--- src/rtl/aes_sha3_pkg.sv ---
// Shared definitions for the AES/SHA3 front end: mode codes, packer states
// and the SHA3 padding constants.
package aes_sha3_pkg;

  localparam logic [1:0] MODE_SHA3    = 2'b00;
  localparam logic [1:0] MODE_AES_ENC = 2'b01;
  localparam logic [1:0] MODE_AES_DEC = 2'b10;
  localparam logic [1:0] MODE_RSVD    = 2'b11;

  localparam logic [7:0] SHA3_DS_PAD  = 8'h06;
  localparam logic [7:0] SHA3_END_PAD = 8'h80;

  typedef enum logic [1:0] {
    IDLE    = 2'd0,
    COLLECT = 2'd1,
    PAD     = 2'd2,
    HOLD    = 2'd3
  } packer_state_t;

endpackage

--- src/rtl/input_packer_if.sv ---
// Byte-serial message input and block output handshake of the input packer.
// slave = packer side, master = upstream pins / core side.
interface input_packer_if #(
  parameter int RATE_BYTES = 136
);
  logic [7:0]              i_data;
  logic [1:0]              i_mode;
  logic                    i_start;
  logic                    i_ready;
  logic [RATE_BYTES*8-1:0] o_block;
  logic [7:0]              o_len;
  logic [1:0]              o_mode;
  logic                    o_valid;
  logic                    o_overflow;
  logic                    o_busy;

  modport master (
    output i_data, i_mode, i_start, i_ready,
    input  o_block, o_len, o_mode, o_valid, o_overflow, o_busy
  );

  modport slave (
    input  i_data, i_mode, i_start, i_ready,
    output o_block, o_len, o_mode, o_valid, o_overflow, o_busy
  );
endinterface

--- src/rtl/input_packer.sv ---
// Collects a byte-serial message into one rate-width block, applies SHA3
// pad10*1 (hash mode) or leaves zero fill (AES modes), and holds the block
// on a valid/ready handshake until the core takes it.
//
// state   | meaning
// IDLE    | waiting for the first byte (i_start high)
// COLLECT | storing bytes while i_start stays high
// PAD     | one cycle applying SHA3 padding when mode is hash
// HOLD    | block presented with o_valid, waiting for i_ready
module input_packer
  import aes_sha3_pkg::*;
#(
  parameter int RATE_BYTES = 136,
  parameter int MAX_BYTES  = 16
) (
  input logic             clk,
  input logic             rst_n,
  input_packer_if.slave   bus
);

  localparam int         BW       = RATE_BYTES * 8;
  localparam logic [7:0] MAX_CNT  = 8'(MAX_BYTES);

  packer_state_t state_q, state_d;
  logic [BW-1:0] blk_q, blk_d;
  logic [7:0]    cnt_q, cnt_d;
  logic [1:0]    mode_q, mode_d;
  logic          ovf_q, ovf_d;
  logic          busy_q;

  // State register; reset drops o_valid immediately since it decodes HOLD.
  always_ff @(posedge clk or negedge rst_n) begin
    if (!rst_n) state_q <= IDLE;
    else        state_q <= state_d;
  end

  // Next-state sequencing.
  always_comb begin
    state_d = state_q;
    case (state_q)
      IDLE:    if (bus.i_start)  state_d = COLLECT;
      COLLECT: if (!bus.i_start) state_d = PAD;
      PAD:                       state_d = HOLD;
      HOLD:    if (bus.i_ready)  state_d = IDLE;
      default:                   state_d = IDLE;
    endcase
  end

  // Handshake outputs decoded from the current state.
  always_comb begin
    bus.o_valid = (state_q == HOLD);
  end

  // Busy flag registered from the next state so it tracks state != IDLE.
  always_ff @(posedge clk or negedge rst_n) begin
    if (!rst_n) busy_q <= 1'b0;
    else        busy_q <= (state_d != IDLE);
  end

  // Buffer update: byte-enable decode from cnt while collecting, padding in PAD.
  // Both pad ORs land in the same byte when cnt == RATE_BYTES-1, giving 0x86.
  always_comb begin
    blk_d  = blk_q;
    cnt_d  = cnt_q;
    mode_d = mode_q;
    ovf_d  = ovf_q;
    case (state_q)
      IDLE: begin
        if (bus.i_start) begin
          blk_d      = '0;
          blk_d[7:0] = bus.i_data;
          cnt_d      = 8'd1;
          mode_d     = bus.i_mode;
          ovf_d      = 1'b0;
        end
      end
      COLLECT: begin
        if (bus.i_start) begin
          if (cnt_q < MAX_CNT) begin
            for (int k = 0; k < RATE_BYTES; k++) begin
              if (cnt_q == 8'(k)) blk_d[8*k +: 8] = bus.i_data;
            end
            cnt_d = cnt_q + 8'd1;
          end else begin
            ovf_d = 1'b1;
          end
        end
      end
      PAD: begin
        if (mode_q == MODE_SHA3) begin
          for (int k = 0; k < RATE_BYTES; k++) begin
            if (cnt_q == 8'(k)) blk_d[8*k +: 8] = blk_d[8*k +: 8] | SHA3_DS_PAD;
          end
          blk_d[BW-1 -: 8] = blk_d[BW-1 -: 8] | SHA3_END_PAD;
        end
      end
      default: ;
    endcase
  end

  // Datapath registers; contents persist in HOLD and after acceptance.
  always_ff @(posedge clk or negedge rst_n) begin
    if (!rst_n) begin
      blk_q  <= '0;
      cnt_q  <= 8'd0;
      mode_q <= MODE_SHA3;
      ovf_q  <= 1'b0;
    end else begin
      blk_q  <= blk_d;
      cnt_q  <= cnt_d;
      mode_q <= mode_d;
      ovf_q  <= ovf_d;
    end
  end

  assign bus.o_block    = blk_q;
  assign bus.o_len      = cnt_q;
  assign bus.o_mode     = mode_q;
  assign bus.o_overflow = ovf_q;
  assign bus.o_busy     = busy_q;

endmodule
--- src/flat_wrapper.sv ---
// flat-port wrapper written by rule: the top's interface ports become plain ports
module input_packer_flat import aes_sha3_pkg::*;
#(
  parameter int RATE_BYTES = 136,
  parameter int MAX_BYTES  = 16
)
  (clk, rst_n, bus_i_data, bus_i_mode, bus_i_start, bus_i_ready, bus_o_block, bus_o_len, bus_o_mode, bus_o_valid, bus_o_overflow, bus_o_busy);
  input_packer_if #(.RATE_BYTES(RATE_BYTES)) bus_i ();
  input logic clk;
  input logic rst_n;
  input wire logic [$bits(bus_i.i_data)-1:0] bus_i_data;
  input wire logic [$bits(bus_i.i_mode)-1:0] bus_i_mode;
  input wire logic [$bits(bus_i.i_start)-1:0] bus_i_start;
  input wire logic [$bits(bus_i.i_ready)-1:0] bus_i_ready;
  output wire logic [$bits(bus_i.o_block)-1:0] bus_o_block;
  output wire logic [$bits(bus_i.o_len)-1:0] bus_o_len;
  output wire logic [$bits(bus_i.o_mode)-1:0] bus_o_mode;
  output wire logic [$bits(bus_i.o_valid)-1:0] bus_o_valid;
  output wire logic [$bits(bus_i.o_overflow)-1:0] bus_o_overflow;
  output wire logic [$bits(bus_i.o_busy)-1:0] bus_o_busy;
  assign bus_i.i_data = bus_i_data;
  assign bus_i.i_mode = bus_i_mode;
  assign bus_i.i_start = bus_i_start;
  assign bus_i.i_ready = bus_i_ready;
  assign bus_o_block = bus_i.o_block;
  assign bus_o_len = bus_i.o_len;
  assign bus_o_mode = bus_i.o_mode;
  assign bus_o_valid = bus_i.o_valid;
  assign bus_o_overflow = bus_i.o_overflow;
  assign bus_o_busy = bus_i.o_busy;
  input_packer #(.RATE_BYTES(RATE_BYTES), .MAX_BYTES(MAX_BYTES)) u_core (.clk(clk), .rst_n(rst_n), .bus(bus_i));
endmodule
--- config.mk ---
export PLATFORM = sky130hd
export DESIGN_NAME = input_packer_flat
export DESIGN_NICKNAME = d
export VERILOG_FILES = /design/src/rtl/aes_sha3_pkg.sv /design/src/rtl/input_packer_if.sv /design/src/rtl/input_packer.sv /design/src/flat_wrapper.sv
export SDC_FILE = /design/constraint.sdc
export NUM_CORES = 1
export LEC_CHECK = 0
export BUFFER_PORTS_ARGS = -buffer_cell sky130_fd_sc_hd__buf_2
export CORE_AREA = 2 2 428 430
export DETAILED_ROUTE_END_ITERATION = 12
export DIE_AREA = 0 0 430 432
export PLACE_DENSITY = 0.36
export RECOVER_POWER = 100
export SLEW_MARGIN = 20
export SYNTH_ARGS = -nofsm -noshare
export SYNTH_HDL_FRONTEND = slang
export SYNTH_SLANG_ARGS = --single-unit
--- constraint.sdc ---
create_clock -name clk -period 3.1 [get_ports clk]
set_input_delay 0.155 -clock clk [delete_from_list [all_inputs] [get_ports clk]]
set_output_delay 0.155 -clock clk [all_outputs]
set_load 0.01 [all_outputs]
==> reports/metrics.cfg <==
[clocking]
cts_tree = yes
clk_pin_slew_ns = 0.06
cts_buffers = 134
cts_root_buf = clkbuf_16
cts_sinks = 1102
cts_buffer_depth = 3
clock_latency_ns = 0.80
cts_setup_buffers = 0
cts_max_level = 4

[synth]
synth_cells = 2805
synth_seq_cells = 1102
yosysUniqueCellTypes = 46
synth_edf_count = 0
seq_area_frac_synth_pct = 70.1
yosysWarnings = 0
syn_nets = 2827
syn_area_um2 = 39400
ys.flop_type = dfrtp_1
synth_area_per_cell_um2 = 14.0
synthArstFlopShare_pct = 100

[sta]
clock_skew_ns = 0.0325
finalMaxSlewViolations = 28
setup_viol = 0
fin_ws_ns = 0.314
max_slew_margin_pct = -11.8
finalCritPeriodShare_pct = 89.9
tightest_slew_ns = 1.68
rsz0062_at_grt = false
fin_tns_setup_ns = 0
timing.fmax_ghz = 0.359
period_minus_slack_ns = 2.79
hold_viol_final = 0

[die]
dieWidth_um = 430
ios = 1115
die_y_um = 432
dieArea_um2 = 186000
core_um2 = 182000
start_util_pct = 21.7
rows = 157

[finish]
fillers = 19100
fin_nets = 4024
drive_above_1_share_pct = 16.4
fin_area_um2 = 51500
stdcell_count = 6489
diodes = 0
area_growth_pct = 30.8

[run_status]
status = complete, but fails checks
violations = max-capacitance violations, max-slew violations

[min_path]
hold_path_class = in -> reg
min_path_cells = 4

[route]
via_per_inst = 3.90
drt-initial-drc-count = 1285
vias = 25300
drt_wl_total_um = 146000
drtPass1Iterations = 5
drc = 0
wl_per_cell_um = 22.5
ant_nets = 0

[worst_setup_path]
criticalPathCategory = reg -> reg
worst_ep_arrival_time_ns = 3.44
cp-startpoint = u_core.bus.o_len[2]$_DFFE_PN0P_
r2r-end = u_core.bus.o_block[117]$_DFFE_PN0P_
cp_max_fo = 13
rr_worst_depth = 6
reg2reg_slack_ns = 0.31
endpoint_kind = flip-flop
worstPathRequired_ns = 3.76
startpoint_type = flip-flop
endpoint = u_core.bus.o_block[117]$_DFFE_PN0P_
r2r_start = u_core.bus.o_len[2]$_DFFE_PN0P_

[grt]
overflow = 0
groute.usage.overall_pct = 15.5
grt_max_degree = 125
grt_pass1_vias = 27000
grt_pass1_wl_um = 208000
antenna_found_initial = 2

[placed_design]
placed_cells = 6235
pre_cts_ws_ns = 0.375
port_buffers = 1114
hpwl_um = 105000
place.gp.congestion = 0.768
placed_area_um2 = 48500

[power_and_ir_drop]
pwr_density_cell_nw_per_um2 = 889
peakVddDrop_mv = 0.451
leakagePower_nw = 24.7

[run]
maxCapViolCount = 1

==> Yosys cell counts, types with 2 or more instances <==
cell type,n,share of area [%]
and3_1,6,0.095
inv_1,6,0.057
o21a_1,3,0.057
mux2_2,342,9.8
nand2_1,93,0.89
o22ai_1,3,0.048
nor2b_1,728,12
nand3b_1,9,0.17
nand3_1,5,0.064
or3b_2,5,0.11
nand4bb_1,3,0.086
or3_1,2,0.032
or2_2,4,0.064
a41oi_1,2,0.045
nor4_1,2,0.032
or4b_2,2,0.051
nor2_1,12,0.11
nand2b_1,2,0.032
o22a_1,2,0.045
o21ai_1,15,0.19
or4b_1,2,0.051
ha_1,8,0.25
a31oi_1,2,0.032
mux2_4,20,0.76
o31ai_1,2,0.038
nand4_1,50,0.79
buf_1,6,0.057
and2_1,7,0.11
buf_2,2,0.025
nand2_2,10,0.16
o21ai_0,154,2.0
dfrtp_1,1102,70
a21oi_1,10,0.13
clkbuf_1,170,1.6
buf_6,3,0.086
==> cell families (layout without fill, tap and decap cells) <==
family	after synthesis	count (layout)	share of synthesized area (%)
flops	1102	1102	70.1
buf+inv	187	1486	1.85
compound gates	200	200	2.74
mux	364	364	10.6
simple gates	944	944	14.5
fa+ha+maj	8	8	0.254
==> cell usage in the layout (no fill, tap or decap), types with 7 or more instances in the layout <==
cell and instances:
buf_4 42, nand4_1 50, a21oi_1 10, nand2_1 93, dfrtp_1 1102, clkbuf_16 136
nor2_1 11, mux2_2 341, and2_1 7, nor2b_1 726, o21ai_0 155, clkbuf_2 17
ha_1 7, nand3b_1 9, mux2_1 21, dlygate4sd3_1 15, clkbuf_1 1160, o21ai_1 14
buf_2 14, buf_12 20, clkbuf_8 32, clkinv_2 17, nand2_2 10
==> per-stage QoR <==
| stage | hold WS, ns | util [%] | power [mW] |
|---|---|---|---|
| floorplan | -0.141 | - | 24.5 |
| global placement | 0.239 | 26.7 | 30.8 |
| detailed placement | 0.241 | 26.7 | 30.9 |
| CTS | 0.0950 | 29.3 | 47.4 |
| global route | 0.158 | 28.3 | 48.3 |
| finish | 0.204 | 28.3 | 45.7 |
==> state kept, by name, summed over array words and instances, names as in the netlist <==
name and count:
u_core.bus.o_len 8, u_core.bus.o_block 1088, u_core.bus.o_mode 2, u_core.state_q 2, u_core.bus.o_busy 1, u_core.bus.o_overflow 1
==> timing repair <==
item	4_1_cts	5_1_grt
hold buffers	16	0
endpoints found under the hold margin	931	0
endpoints found under the setup margin	0	0
gates resized for setup	0	0
==> critical path: stages (launching register included) <==
cell and delay, ns:
dfrtp_1 0.52, clkbuf_1 0.36, nand3_1 0.12, clkbuf_2 0.32, o21ai_1 0.61, nand2_1 0.35
mux2_2 0.35
==> routing by layer <==
metal	track usage, %	up-vias	part of all wire (%)	routed length [um]
li1	-	11600	-	-
met2	26.0	816	50	72500
met4	5.85	0	3.4	5010
met5	0	-	0	0
met1	17.9	12600	39	57000
met3	5.73	209	7.9	11500
==> cell type report <==
type                    instances  area, um2  area share, %
clock buffers                 199       3960           7.70
clock inverters                39        603           1.17
inverters                       6       22.5         0.0438
repair buffers               1242       5310           10.3
multi-input cells            1516      11000           21.4
flip-flops and latches       1102      27600           53.6
well taps                    2385       2980           5.80
==> worst min-delay path by stage <==
stage / startpoint / end / slack (ns)
floorplan: rst_n / u_core.bus.o_block[0]$_DFFE_PN0P_ / -0.14
global placement: rst_n / u_core.bus.o_block[714]$_DFFE_PN0P_ / 0.24
detailed placement: rst_n / u_core.bus.o_block[714]$_DFFE_PN0P_ / 0.24
CTS: bus_i_data[5] / u_core.bus.o_block[5]$_DFFE_PN0P_ / 0.1
global route: bus_i_data[7] / u_core.bus.o_block[7]$_DFFE_PN0P_ / 0.16
finish: bus_i_data[6] / u_core.bus.o_block[6]$_DFFE_PN0P_ / 0.20
==> where the power goes <==
part	switching [mW]	total (mW)	internal [mW]	leakage [nW]
clock	6.64	16.1	9.46	2.23
combinational	8.24	12.7	4.48	7.26
sequential	0.987	16.9	15.9	15.2
Note: power is estimated with default switching activity, not from simulation.
